File: src/rtl/cpu_debug_ctrl.sv
// Run-control responder for the core debug port: halt/run/step, breakpoint capture, retire counter.
// Define DBG_CYCLE_COUNT_EN to build the non-halted cycle counter read by READ_CYCLES.
module cpu_debug_ctrl #(
  parameter bit          HALT_ON_RESET = 1'b1,
  parameter int unsigned STEP_W        = 16,
  parameter int unsigned CNT_W         = 32
) (
  input  logic              clk,
  input  logic              rst,
  input  logic              cmd_valid,
  output logic              cmd_ready,
  input  logic [2:0]        cmd_op,
  input  logic [STEP_W-1:0] cmd_arg,
  output logic              rsp_valid,
  input  logic              rsp_ready,
  output logic [31:0]       rsp_data,
  output logic              halt,
  input  logic              breakpoint_fired,
  input  logic              instruction_retired
);

  localparam logic [1:0] StHalted   = 2'd0;
  localparam logic [1:0] StRunning  = 2'd1;
  localparam logic [1:0] StStepping = 2'd2;
  localparam logic [1:0] StBpHalted = 2'd3;

  localparam logic [2:0] OpNop     = 3'b000;
  localparam logic [2:0] OpHalt    = 3'b001;
  localparam logic [2:0] OpRun     = 3'b010;
  localparam logic [2:0] OpStep    = 3'b011;
  localparam logic [2:0] OpClrBp   = 3'b100;
  localparam logic [2:0] OpReadRet = 3'b101;
  localparam logic [2:0] OpReadCyc = 3'b110;
  localparam logic [2:0] OpBad     = 3'b111;

  logic [1:0]        state_q, state_d;
  logic              halt_q, halt_d;
  logic [STEP_W-1:0] steps_q, steps_d;
  logic              bp_sticky_q, bp_sticky_d;
  logic              bp_mask_q, bp_mask_d;
  logic [CNT_W-1:0]  retired_q, retired_d;
  logic              rsp_valid_q, rsp_valid_d;
  logic [31:0]       rsp_data_q, rsp_data_d;
  logic [31:0]       cycles_rd;
  logic              accept, retire, bp_hit, err, rd_ret, rd_cyc, cyc_ok;

`ifdef DBG_CYCLE_COUNT_EN
  logic [CNT_W-1:0] cycles_q, cycles_d;
  assign cycles_d  = cycles_q + CNT_W'(!halt_q);
  assign cycles_rd = 32'(cycles_d);
  assign cyc_ok    = 1'b1;

  always_ff @(posedge clk) begin
    if (rst) cycles_q <= '0;
    else     cycles_q <= cycles_d;
  end
`else
  assign cycles_rd = 32'd0;
  assign cyc_ok    = 1'b0;
`endif

  assign cmd_ready = !rsp_valid_q;
  assign rsp_valid = rsp_valid_q;
  assign rsp_data  = rsp_data_q;
  assign halt      = halt_q;

  always_comb begin
    accept      = cmd_valid && cmd_ready;
    retire      = instruction_retired && !halt_q;
    bp_hit      = breakpoint_fired && !halt_q && !bp_mask_q &&
                  (state_q == StRunning || state_q == StStepping);
    state_d     = state_q;
    steps_d     = steps_q;
    bp_sticky_d = bp_sticky_q;
    bp_mask_d   = 1'b0;
    retired_d   = retired_q + CNT_W'(retire);
    err         = 1'b0;
    rd_ret      = 1'b0;
    rd_cyc      = 1'b0;

    // Lowest priority first so later assignments override.
    if (state_q == StStepping && retire) begin
      steps_d = steps_q - 1'b1;
      if (steps_q == STEP_W'(1)) state_d = StHalted;
    end
    if (bp_hit) begin
      state_d     = StBpHalted;
      bp_sticky_d = 1'b1;
      steps_d     = '0;
    end
    if (accept) begin
      unique case (cmd_op)
        OpNop: ;
        OpHalt: begin
          state_d = StHalted;
          steps_d = '0;
        end
        OpRun: begin
          if (state_q == StStepping) begin
            err = 1'b1;
          end else if (state_q != StRunning) begin
            state_d   = StRunning;
            steps_d   = '0;
            bp_mask_d = (state_q == StBpHalted);
          end
        end
        OpStep: begin
          if (state_q == StHalted || state_q == StBpHalted) begin
            state_d   = StStepping;
            steps_d   = (cmd_arg == '0) ? STEP_W'(1) : cmd_arg;
            bp_mask_d = (state_q == StBpHalted);
          end else begin
            err = 1'b1;
          end
        end
        OpClrBp:   bp_sticky_d = bp_hit;
        OpReadRet: rd_ret = 1'b1;
        OpReadCyc: begin
          rd_cyc = cyc_ok;
          err    = !cyc_ok;
        end
        OpBad:     err = 1'b1;
        default: ;
      endcase
    end

    halt_d = (state_d == StHalted) || (state_d == StBpHalted);

    if (rd_ret) begin
      rsp_data_d = 32'(retired_d);
    end else if (rd_cyc) begin
      rsp_data_d = cycles_rd;
    end else if (err && cmd_op == OpReadCyc) begin
      rsp_data_d = 32'h0000_0010;
    end else begin
      rsp_data_d = {16'(steps_d), 11'd0, err, bp_sticky_d, state_d == StStepping,
                    state_d == StRunning, halt_d};
    end

    if (accept)         rsp_valid_d = 1'b1;
    else if (rsp_ready) rsp_valid_d = 1'b0;
    else                rsp_valid_d = rsp_valid_q;
  end

  always_ff @(posedge clk) begin
    if (rst) begin
      state_q     <= HALT_ON_RESET ? StHalted : StRunning;
      halt_q      <= HALT_ON_RESET;
      steps_q     <= '0;
      bp_sticky_q <= 1'b0;
      bp_mask_q   <= 1'b0;
      retired_q   <= '0;
      rsp_valid_q <= 1'b0;
      rsp_data_q  <= 32'd0;
    end else begin
      state_q     <= state_d;
      halt_q      <= halt_d;
      steps_q     <= steps_d;
      bp_sticky_q <= bp_sticky_d;
      bp_mask_q   <= bp_mask_d;
      retired_q   <= retired_d;
      rsp_valid_q <= rsp_valid_d;
      if (accept) rsp_data_q <= rsp_data_d;
    end
  end

endmodule

File: config.mk
export PLATFORM = sky130hd
export DESIGN_NAME = cpu_debug_ctrl
export DESIGN_NICKNAME = d
export VERILOG_FILES = /design/src/rtl/cpu_debug_ctrl.sv
export SDC_FILE = /design/constraint.sdc
export NUM_CORES = 1
export LEC_CHECK = 0
export ABC_AREA = 0
export CAP_MARGIN = 20
export CORE_UTILIZATION = 39
export CTS_CLUSTER_DIAMETER = 60
export DETAILED_ROUTE_END_ITERATION = 10
export PLACE_DENSITY = 0.65
export SYNTH_ARGS = -nofsm -noshare
export SYNTH_HDL_FRONTEND = slang
export SYNTH_SLANG_ARGS = --single-unit
File: constraint.sdc
create_clock -name clk -period 3.22 [get_ports clk]
set_clock_uncertainty 0.1 [all_clocks]
set_input_delay 0.644 -clock clk [delete_from_list [all_inputs] [get_ports clk]]
set_output_delay 0.644 -clock clk [all_outputs]
set_load 0.01 [all_outputs]
Yosys cells after proc, flatten, opt, wreduce, memory -nomap -nowiden
Cells that the tools add are included.
{ "totals": {"reg_bits": 86, "latchBits": 0, "ramBits": 0, "mem_bits_ro": 0, "input_bits": 25, "out_inout_bits": 35, "memories": 0} }
{ "classes": {"addsub": 2, "mul": 0, "n_div": 0, "order_cmp": 0, "n_eq_ne": 15, "shift": 0, "mux": 33, "bitwise": 1, "reduce_logical": 19} }
{ "ops": {"columns": ["operator", "n"], "rows": [
  ["$mux W16", 7],
  ["$mux W32", 2],
  ["$pmux W16 S3", 1],
  ["$add A32 B1 Y32", 1],
  ["$eq A16 B1 Y1 const B", 1],
  ["$logic_not A16 Y1", 1],
  ["$sub A16 B1 Y16 const B", 1],
  ["$mux W2", 7],
  ["$mux W1", 13],
  ["$eq A3 B3 Y1 const B", 4],
  ["$eq A2 B2 Y1 const B", 4],
  ["$logic_and A1 B1 Y1", 7],
  ["$eq A3 B2 Y1 const B", 2],
  ["$pmux W2 S3", 1],
  ["$eq A2 B1 Y1 const B", 2],
  ["$logic_not A2 Y1", 2],
  ["$reduce_or A2 Y1", 2],
  ["$eq A3 B1 Y1 const B", 1],
  ["$logic_not A1 Y1", 3],
  ["$logic_or A1 B1 Y1", 3],
  ["$pmux W1 S3", 1],
  ["$ne A2 B1 Y1 const B", 1],
  ["$pmux W1 S2", 1],
  ["$reduce_bool A2 Y1", 1],
  ["$not A1 Y1", 1]
]} }

Logic depth before layout (Yosys ltp)
Gate-level depths: netlist of the first run.
{ "logic_depth": {"word_depth": 13, "ltp_mapped": 11, "ltp_nobuf": 11} }

Worst setup path after synthesis of the first run
Ideal clock, no wire load.
{ "synth_path": {"kind": "input -> register", "start": "input instruction_retired", "end": "register rsp_data_q[20] (netlist: rsp_data[20])", "setup_time_ps": 123, "t_arrival_ps": 2443, "required_time_ps": 2997, "slack_ps": 554, "cell_stages": 8, "path_buffers": 0, "path_cell_list": "nor2b_1 > ha_1 > ha_1 > nand3_1 > or4_1 > xnor2_1 > a221oi_1 > nor2_1"} }
{ "synth_between": {"elab_chain_len": 10} }
{ "synth_lines": {"columns": ["element", "line_no", "rtl"], "rows": [
  ["from (decl)", "19", "input logic instruction_retired"],
  ["$logic_and A1 B1 Y1 (*)", "69", "retire = instruction_retired && !halt_q;"],
  ["$logic_and A1 B1 Y1", "82", "if (state_q == StStepping && retire) begin"],
  ["$mux W16", "82", null],
  ["$mux W16", "86", "if (bp_hit) begin"],
  ["$mux W16", "101", "end else if (state_q != StRunning) begin"],
  ["$mux W16", "99", "if (state_q == StStepping) begin"],
  ["$pmux W16 S3", "92", "unique case (cmd_op)"],
  ["$mux W16", "91", "if (accept) begin"],
  ["$mux W32", "133", "end else if (err && cmd_op == OpReadCyc) begin"],
  ["$mux W32 (*)", "129", "if (rd_ret) begin"],
  ["to (signal assigned)", "163", "if (accept) rsp_data_q <= rsp_data_d;"],
  ["to (decl)", "43", "logic [31:0] rsp_data_q, rsp_data_d;"]
]} }
Every way passes the cells marked *; elsewhere a longest branch is shown, timed or not.
A chain may end at the register's enable or synchronous reset.

Final worst setup path of the first run
{ "layout_path": {"start": "register steps_q[3]", "end": "register rsp_data_q[2] (netlist: rsp_data[2])"} }
{ "layout_between": {"elab_chain_len": 11} }
{ "layout_lines": {"columns": ["element", "line_no", "rtl"], "rows": [
  ["from (decl)", "38", "logic [STEP_W-1:0] steps_q, steps_d;"],
  ["from (signal assigned)", "158", "steps_q <= steps_d;"],
  ["$eq A16 B1 Y1 (*)", "84", "if (steps_q == STEP_W'(1)) state_d = StHalted;"],
  ["$mux W2 (*)", "84", null],
  ["$mux W2 (*)", "82", null],
  ["$mux W2 (*)", "86", null],
  ["$mux W2", "101", null],
  ["$mux W2", "99", null],
  ["$pmux W2 S3", "92", null],
  ["$mux W2 (*)", "91", null],
  ["via state_d[1]", "36", "logic [1:0] state_q, state_d;"],
  ["$eq A2 B2 Y1 (*)", "136", "rsp_data_d = {16'(steps_d), 11'd0, err, bp_sticky_d, state_d == StStepping,"],
  ["$mux W32 (*)", "133", null],
  ["$mux W32 (*)", "129", null]
]} }
Mark *: on every way through the listed nets, which the timed path passes. The rest lies on a longest branch.

==> flow_metrics.tcl, run 1 <==
set metrics [dict create \
    crit_family "simple AND/OR/NAND/NOR gates" \
    grt_max_degree 51 \
    clock_latency_ns 0.36 \
    slowest_stage "or4_1" \
    pre_cts_ws_ns 0.0411 \
    ys.flop_type "dfxtp_1" \
    post-cts-setup-buffers 0 \
    worstPathArrival_ns 2.95 \
    final-setup-viol-count 0 \
    place_hpwl_um 8520 \
    start_kind "flip-flop" \
    synth-edff-count 0 \
    vias_per_cell 5.56 \
    syn-num-nets 512 \
    routed_wirelength_um 11500 \
    worstPathRequired_ns 3.38 \
    die_width_um 105 \
    area_growth_pct 24.4 \
    final_nets 578 \
    maxSlewHeadroom_pct 51.7 \
    holdWs_ns 0.387 \
    worst-path-buf-inv 1 \
    fmax_mhz 358 \
    clk_pin_slew_worst_paths_ns 0.10 \
    avgSynthCellArea_um2 8.75 \
    cts_resized 0 \
    grt_pass1_wl_um 18300 \
    drive_gt1_share_pct 8.76 \
    cts_tree "yes" \
    mappedNetlistArea_mm2 0.00418 \
    place.gp.congestion 0.919 \
    dr.pass1.iters 4 \
    drtAntennaViolNets 0 \
    diodes 0 \
    grt_util_all_layers_pct 20.9 \
    worstPathCellList "nor4_1 > nand2_1 > or4_1 > a21o_1 > a21oi_1 > inv_1 > ha_1 > o21ai_0 > o21ai_0 > o211a_1" \
    hp-class "flip-flop to flip-flop" \
    cap_violations 0 \
    vdd_drop_max_mv 0.184 \
    worst-setup-path-type "flip-flop to flip-flop" \
    final.min_clock_period_ns 2.80 \
    numPortBuffers 59 \
    clockBufferDepth 2 \
    worstMarginPinSlew_ns 0.722 \
    die_h_um 105 \
    synthArstFlopShare_pct 0 \
    dieArea_mm2 0.0111 \
    power.density_mw_per_mm2 408 \
    cts_sinks 86 \
    dr_total_vias 3804 \
    antenna_found_initial 0 \
    synth_seq_cells 86 \
    syn-instance-count 477 \
    drtIter0Drc 232 \
    worst_slack_ns 0.424 \
    coreArea_mm2 0.0104 \
    setup_tns_ns 0 \
    wl_per_cell_um 16.8 \
    outcome "completed" \
    post-route-period-util_pct 86.8 \
    rsz0062_at_grt "no" \
    cts-buffers-inserted 9 \
    p_leak_nw 2.00 \
    grt_overflow 0 \
    num_rows 37 \
    path_max_fanout 5 \
    postCtsHoldBufs 0 \
    max_stage_delay_ns 0.57 \
    critPathMostFrequentCell "o21ai_0" \
    grt_pass1_vias 3664 \
    ys_types 55 \
    final_hold_viol_count 0 \
    endpoint_kind "flip-flop" \
    root_buffer "clkbuf_8" \
    yosys_warnings 0 \
    cts_max_level 3 \
    ys_seq_area_share_pct 41.2 \
    total_power_mw 2.12 \
    maxSlewViolCount 0 \
    ios 60 \
    drc 0 \
    initial_core_util_pct 40.3 \
]
-- stage by stage --
step	util [%]	cells	cell area, um^2
2_1_floorplan	-	477	4180
3_3_place_gp	48.2	668	4990
3_5_place_dp	48.2	668	4990
4_1_cts	50.1	684	5190
5_1_grt	50.1	684	5190
6_report	50.1	684	5190
-- cell usage in the layout (no fill, tap or decap), drive strengths merged, types with 7 or more instances in the layout --
| cell | n |
|---|---|
| o21ai | 27 |
| inv | 17 |
| a22o | 13 |
| and2 | 15 |
| a221oi | 7 |
| ha | 10 |
| a22oi | 10 |
| nor3 | 7 |
| nor4 | 19 |
| a21oi | 14 |
| dfxtp | 86 |
| nand4 | 11 |
| xnor2 | 20 |
| clkbuf | 9 |
| nor2 | 56 |
| nand2 | 25 |
| nand3 | 19 |
| clkdlybuf4s50 | 59 |
| xor2 | 23 |
| buf | 22 |
-- cell type report --
class | instances | area (um^2)
Tap cell | 136 | 170
Fill cell | 1000 | 5180
Multi-Input combinational cell | 351 | 2290
Clock inverter | 7 | 75.1
Sequential cell | 86 | 1720
Clock buffer | 9 | 124
Timing Repair Buffer | 81 | 756
Inverter | 14 | 52.6
-- cell families (layout without fill, tap and decap cells) --
group	Yosys count	after routing	share of synthesized area [%]
adder cells (fa/ha/maj)	10	10	3.00
AND/OR/NAND/NOR	200	200	26.6
buffers and inverters	40	111	3.90
AO/OA/AOI/OAI	97	97	16.0
multiplexers	1	1	0.240
flip-flops	86	86	41.2
XOR/XNOR	43	43	9.02
-- report_power, final --
group	internal, mW	switching, mW	total [mW]	leakage [nW]
logic	0.116	0.129	0.245	1.21
registers	1.09	0.0209	1.11	0.697
clock network	0.308	0.460	0.768	0.0985
total	1.51	0.610	2.12	2.00
-- flip-flops by register name, summed over array words and instances, names as in the netlist --
signal,count
bp_mask_q,1
rsp_data,32
rsp_valid,1
state_q,2
retired_q,32
steps_q,16
halt,1
bp_sticky_q,1
-- synthesized netlist by cell type (all sizes together), types with 5 or more instances --
library cell	instances	area, um^2
a21oi	14	70.1
a221oi	7	61.3
a22o	13	114
a22oi	10	75.1
and2	15	93.8
and3	6	37.5
and4	5	43.8
buf	6	35.0
clkbuf	20	75.1
dfxtp	86	1720
ha	10	125
inv	13	48.8
nand2	25	93.8
nand2b	6	37.5
nand3	19	95.1
nand4	11	75.1
nor2	56	210
nor2b	5	31.3
nor3	7	35.0
nor4	19	146
o211a	5	50.1
o21ai	27	135
or3	5	31.3
xnor2	20	175
xor2	23	201
-- path summary, 6_finish.rpt --
| check | start | cells past startpoint | end | slack, ns |
|---|---|---|---|---|
| worst max-delay path | steps_q[3] | 10 | rsp_data[2] | 0.42 |
| worst min-delay path | rsp_data[5] | 1 | rsp_data[5] | 0.39 |
| worst max register to register | steps_q[3] | 10 | rsp_data[2] | 0.42 |
| worst min register to register | rsp_data[5] | 1 | rsp_data[5] | 0.39 |
-- layer usage --
layer	global-route usage, %	vias up	part of all wire (%)
li1	-	1854	-
met1	27.9	1816	46
met2	34.8	118	46
met3	2.84	16	5.8
met4	6.84	0	1.6
met5	0	-	0
Power figures use the tool's default switching activity.
==> inputs of run 2 (changes only) <==
--- a/config.mk
+++ b/config.mk
@@ -7,10 +7,10 @@
 export LEC_CHECK = 0
 export ABC_AREA = 0
 export CAP_MARGIN = 20
-export CORE_UTILIZATION = 39
+export CORE_UTILIZATION = 50
 export CTS_CLUSTER_DIAMETER = 60
 export DETAILED_ROUTE_END_ITERATION = 10
-export PLACE_DENSITY = 0.65
+export PLACE_DENSITY = 0.76
 export SYNTH_ARGS = -nofsm -noshare
 export SYNTH_HDL_FRONTEND = slang
 export SYNTH_SLANG_ARGS = --single-unit
==> run 2 against run 1 <==
Clock power rose by 2%. Via count rose by 1.3%. Register-to-register slack got worse by 0.08 ns. Wire length fell by 2.7%. Hold slack got worse by 0.0074 ns. Cell area fell by 0.82%. Fmax fell by 2.9%. Setup slack got worse by 0.084 ns. Sequential share of layout area rose by 0.27 points. Combinational power barely moved. Utilization rose by 15 points.
==> flow_metrics.tcl, run 2 (synthesis gave the netlist of run 1 again) <==
set metrics [dict create \
    worstPathArrival_ns 3.02 \
    cts_resized 0 \
    final.min_clock_period_ns 2.88 \
    crit_family "simple AND/OR/NAND/NOR gates" \
    initial_core_util_pct 52.9 \
    die_h_um 93.4 \
    n_fill_cell 672 \
    routed_wirelength_um 11200 \
    final_common_cell "dfxtp_1" \
    grt_pass1_vias 3824 \
    setup_tns_ns 0 \
    numPortBuffers 59 \
    mostFrequentLayoutCells "86 x dfxtp_1, 59 x clkdlybuf4s50_1, 56 x nor2_1, 25 x nand2_1, 25 x o21ai_0" \
    place.gp.congestion 0.853 \
    cts_tree "yes" \
    final-setup-viol-count 0 \
    postCtsHoldBufs 0 \
    root_buffer "clkbuf_8" \
    clockBufferDepth 2 \
    cts_max_level 3 \
    worstPathRequired_ns 3.36 \
    vias_per_cell 5.94 \
    hp-class "flip-flop to flip-flop" \
    wl_per_cell_um 17.2 \
    clk_pin_slew_worst_paths_ns 0.09 \
    final_hold_viol_count 0 \
    place_hpwl_um 8000 \
    start_kind "flip-flop" \
    coreArea_mm2 0.00789 \
    grt_util_all_layers_pct 27.3 \
    antenna_found_initial 0 \
    final_nets 577 \
    ios 60 \
    endpoint_kind "flip-flop" \
    clock_latency_ns 0.36 \
    drtIter0Drc 230 \
    post-route-period-util_pct 89.5 \
    maxSlewHeadroom_pct 55.8 \
    slowest_stage "or4_1" \
    outcome "completed" \
    rsz0062_at_grt "no" \
    dieArea_mm2 0.00872 \
    final_cell_area_mm2 0.00515 \
    drtAntennaViolNets 0 \
    drive_gt1_share_pct 8.59 \
    hold_path_depth 1 \
    grt_overflow 0 \
    vdd_drop_max_mv 0.251 \
    area_growth_pct 23.3 \
    p_leak_nw 2.00 \
    drc 0 \
    worstRegToRegCells 7 \
    worst-path-buf-inv 0 \
    cp.depth 7 \
    worstMarginPinSlew_ns 0.660 \
    fmax_mhz 347 \
    worst-setup-path-type "flip-flop to flip-flop" \
    cts_sinks 86 \
    worstPathCellList "nor4_1 > nand2_1 > or4_1 > a21o_1 > a22oi_1 > ha_1 > or2_2" \
    power.density_mw_per_mm2 415 \
    dr_total_vias 3852 \
    path_max_fanout 5 \
    cap_violations 0 \
    cts-buffers-inserted 9 \
    num_rows 32 \
    maxSlewViolCount 0 \
    dpl_cell_area_mm2 0.00494 \
    dr.pass1.iters 5 \
    post-cts-setup-buffers 0 \
    grt_max_degree 51 \
    max_stage_delay_ns 0.59 \
    die_width_um 93.4 \
    grt_pass1_wl_um 18400 \
    diodes 0 \
]
-- run 2: cell types whose count changed in the layout (fill, tap and decap cells not counted), sizes merged --
cell | previous run | this run
buf | 22 | 21
bufinv | 0 | 1
inv | 17 | 14
clkbuf | 9 | 10
clkinv | 3 | 4
-- run 2: path summary, 6_finish.rpt --
| path | slack [ns] | endpoint | startpoint |
|---|---|---|---|
| setup / recovery | 0.34 | halt | steps_q[3] |
| setup reg to reg | 0.34 | halt | steps_q[3] |
| hold reg to reg | 0.38 | rsp_data[8] | rsp_data[8] |
| hold / removal | 0.38 | rsp_data[8] | rsp_data[8] |
-- run 2: cell type report --
type | instances | area, um^2 | area share, %
multi-input combinational | 351 | 2290 | 44.5
clock buffer | 10 | 138 | 2.67
sequential | 86 | 1720 | 33.4
timing repair buffer | 80 | 748 | 14.5
clock inverter | 6 | 68.8 | 1.34
inverter | 14 | 52.6 | 1.02
tap | 102 | 128 | 2.48
-- run 2: worst reg2reg max path, stage by stage (launching register included) --
cell	delay [ns]
dfxtp_1	0.36
nor4_1	0.46
nand2_1	0.18
or4_1	0.59
a21o_1	0.21
a22oi_1	0.27
ha_1	0.30
or2_2	0.29
-- run 2: metal layers --
metal,track usage [%],share of wire [%],wire length (um)
met5,0,0,0
met4,12.6,2.8,314
met3,4.72,5.4,601
met2,45.0,46,5150
met1,34.8,46,5090
-- run 2: report_power, final --
part | total, mW | internal (mW) | switching (mW)
registers | 1.11 | 1.09 | 0.0214
logic | 0.244 | 0.116 | 0.127
clock network | 0.783 | 0.384 | 0.399
-- run 2: per-stage QoR --
step                      setup WS [ns]  std cells  hold WS [ns]  power (mW)  utilization, %
after floorplan                   0.554        477         0.349        1.25               -
after global placement            0.149        633         0.359        1.37            62.7
after detailed placement         0.0514        633         0.356        1.37            62.7
after CTS                         0.359        649         0.387        2.15            65.3
after global routing              0.128        649         0.404        2.21            65.3
final                             0.339        649         0.380        2.14            65.3
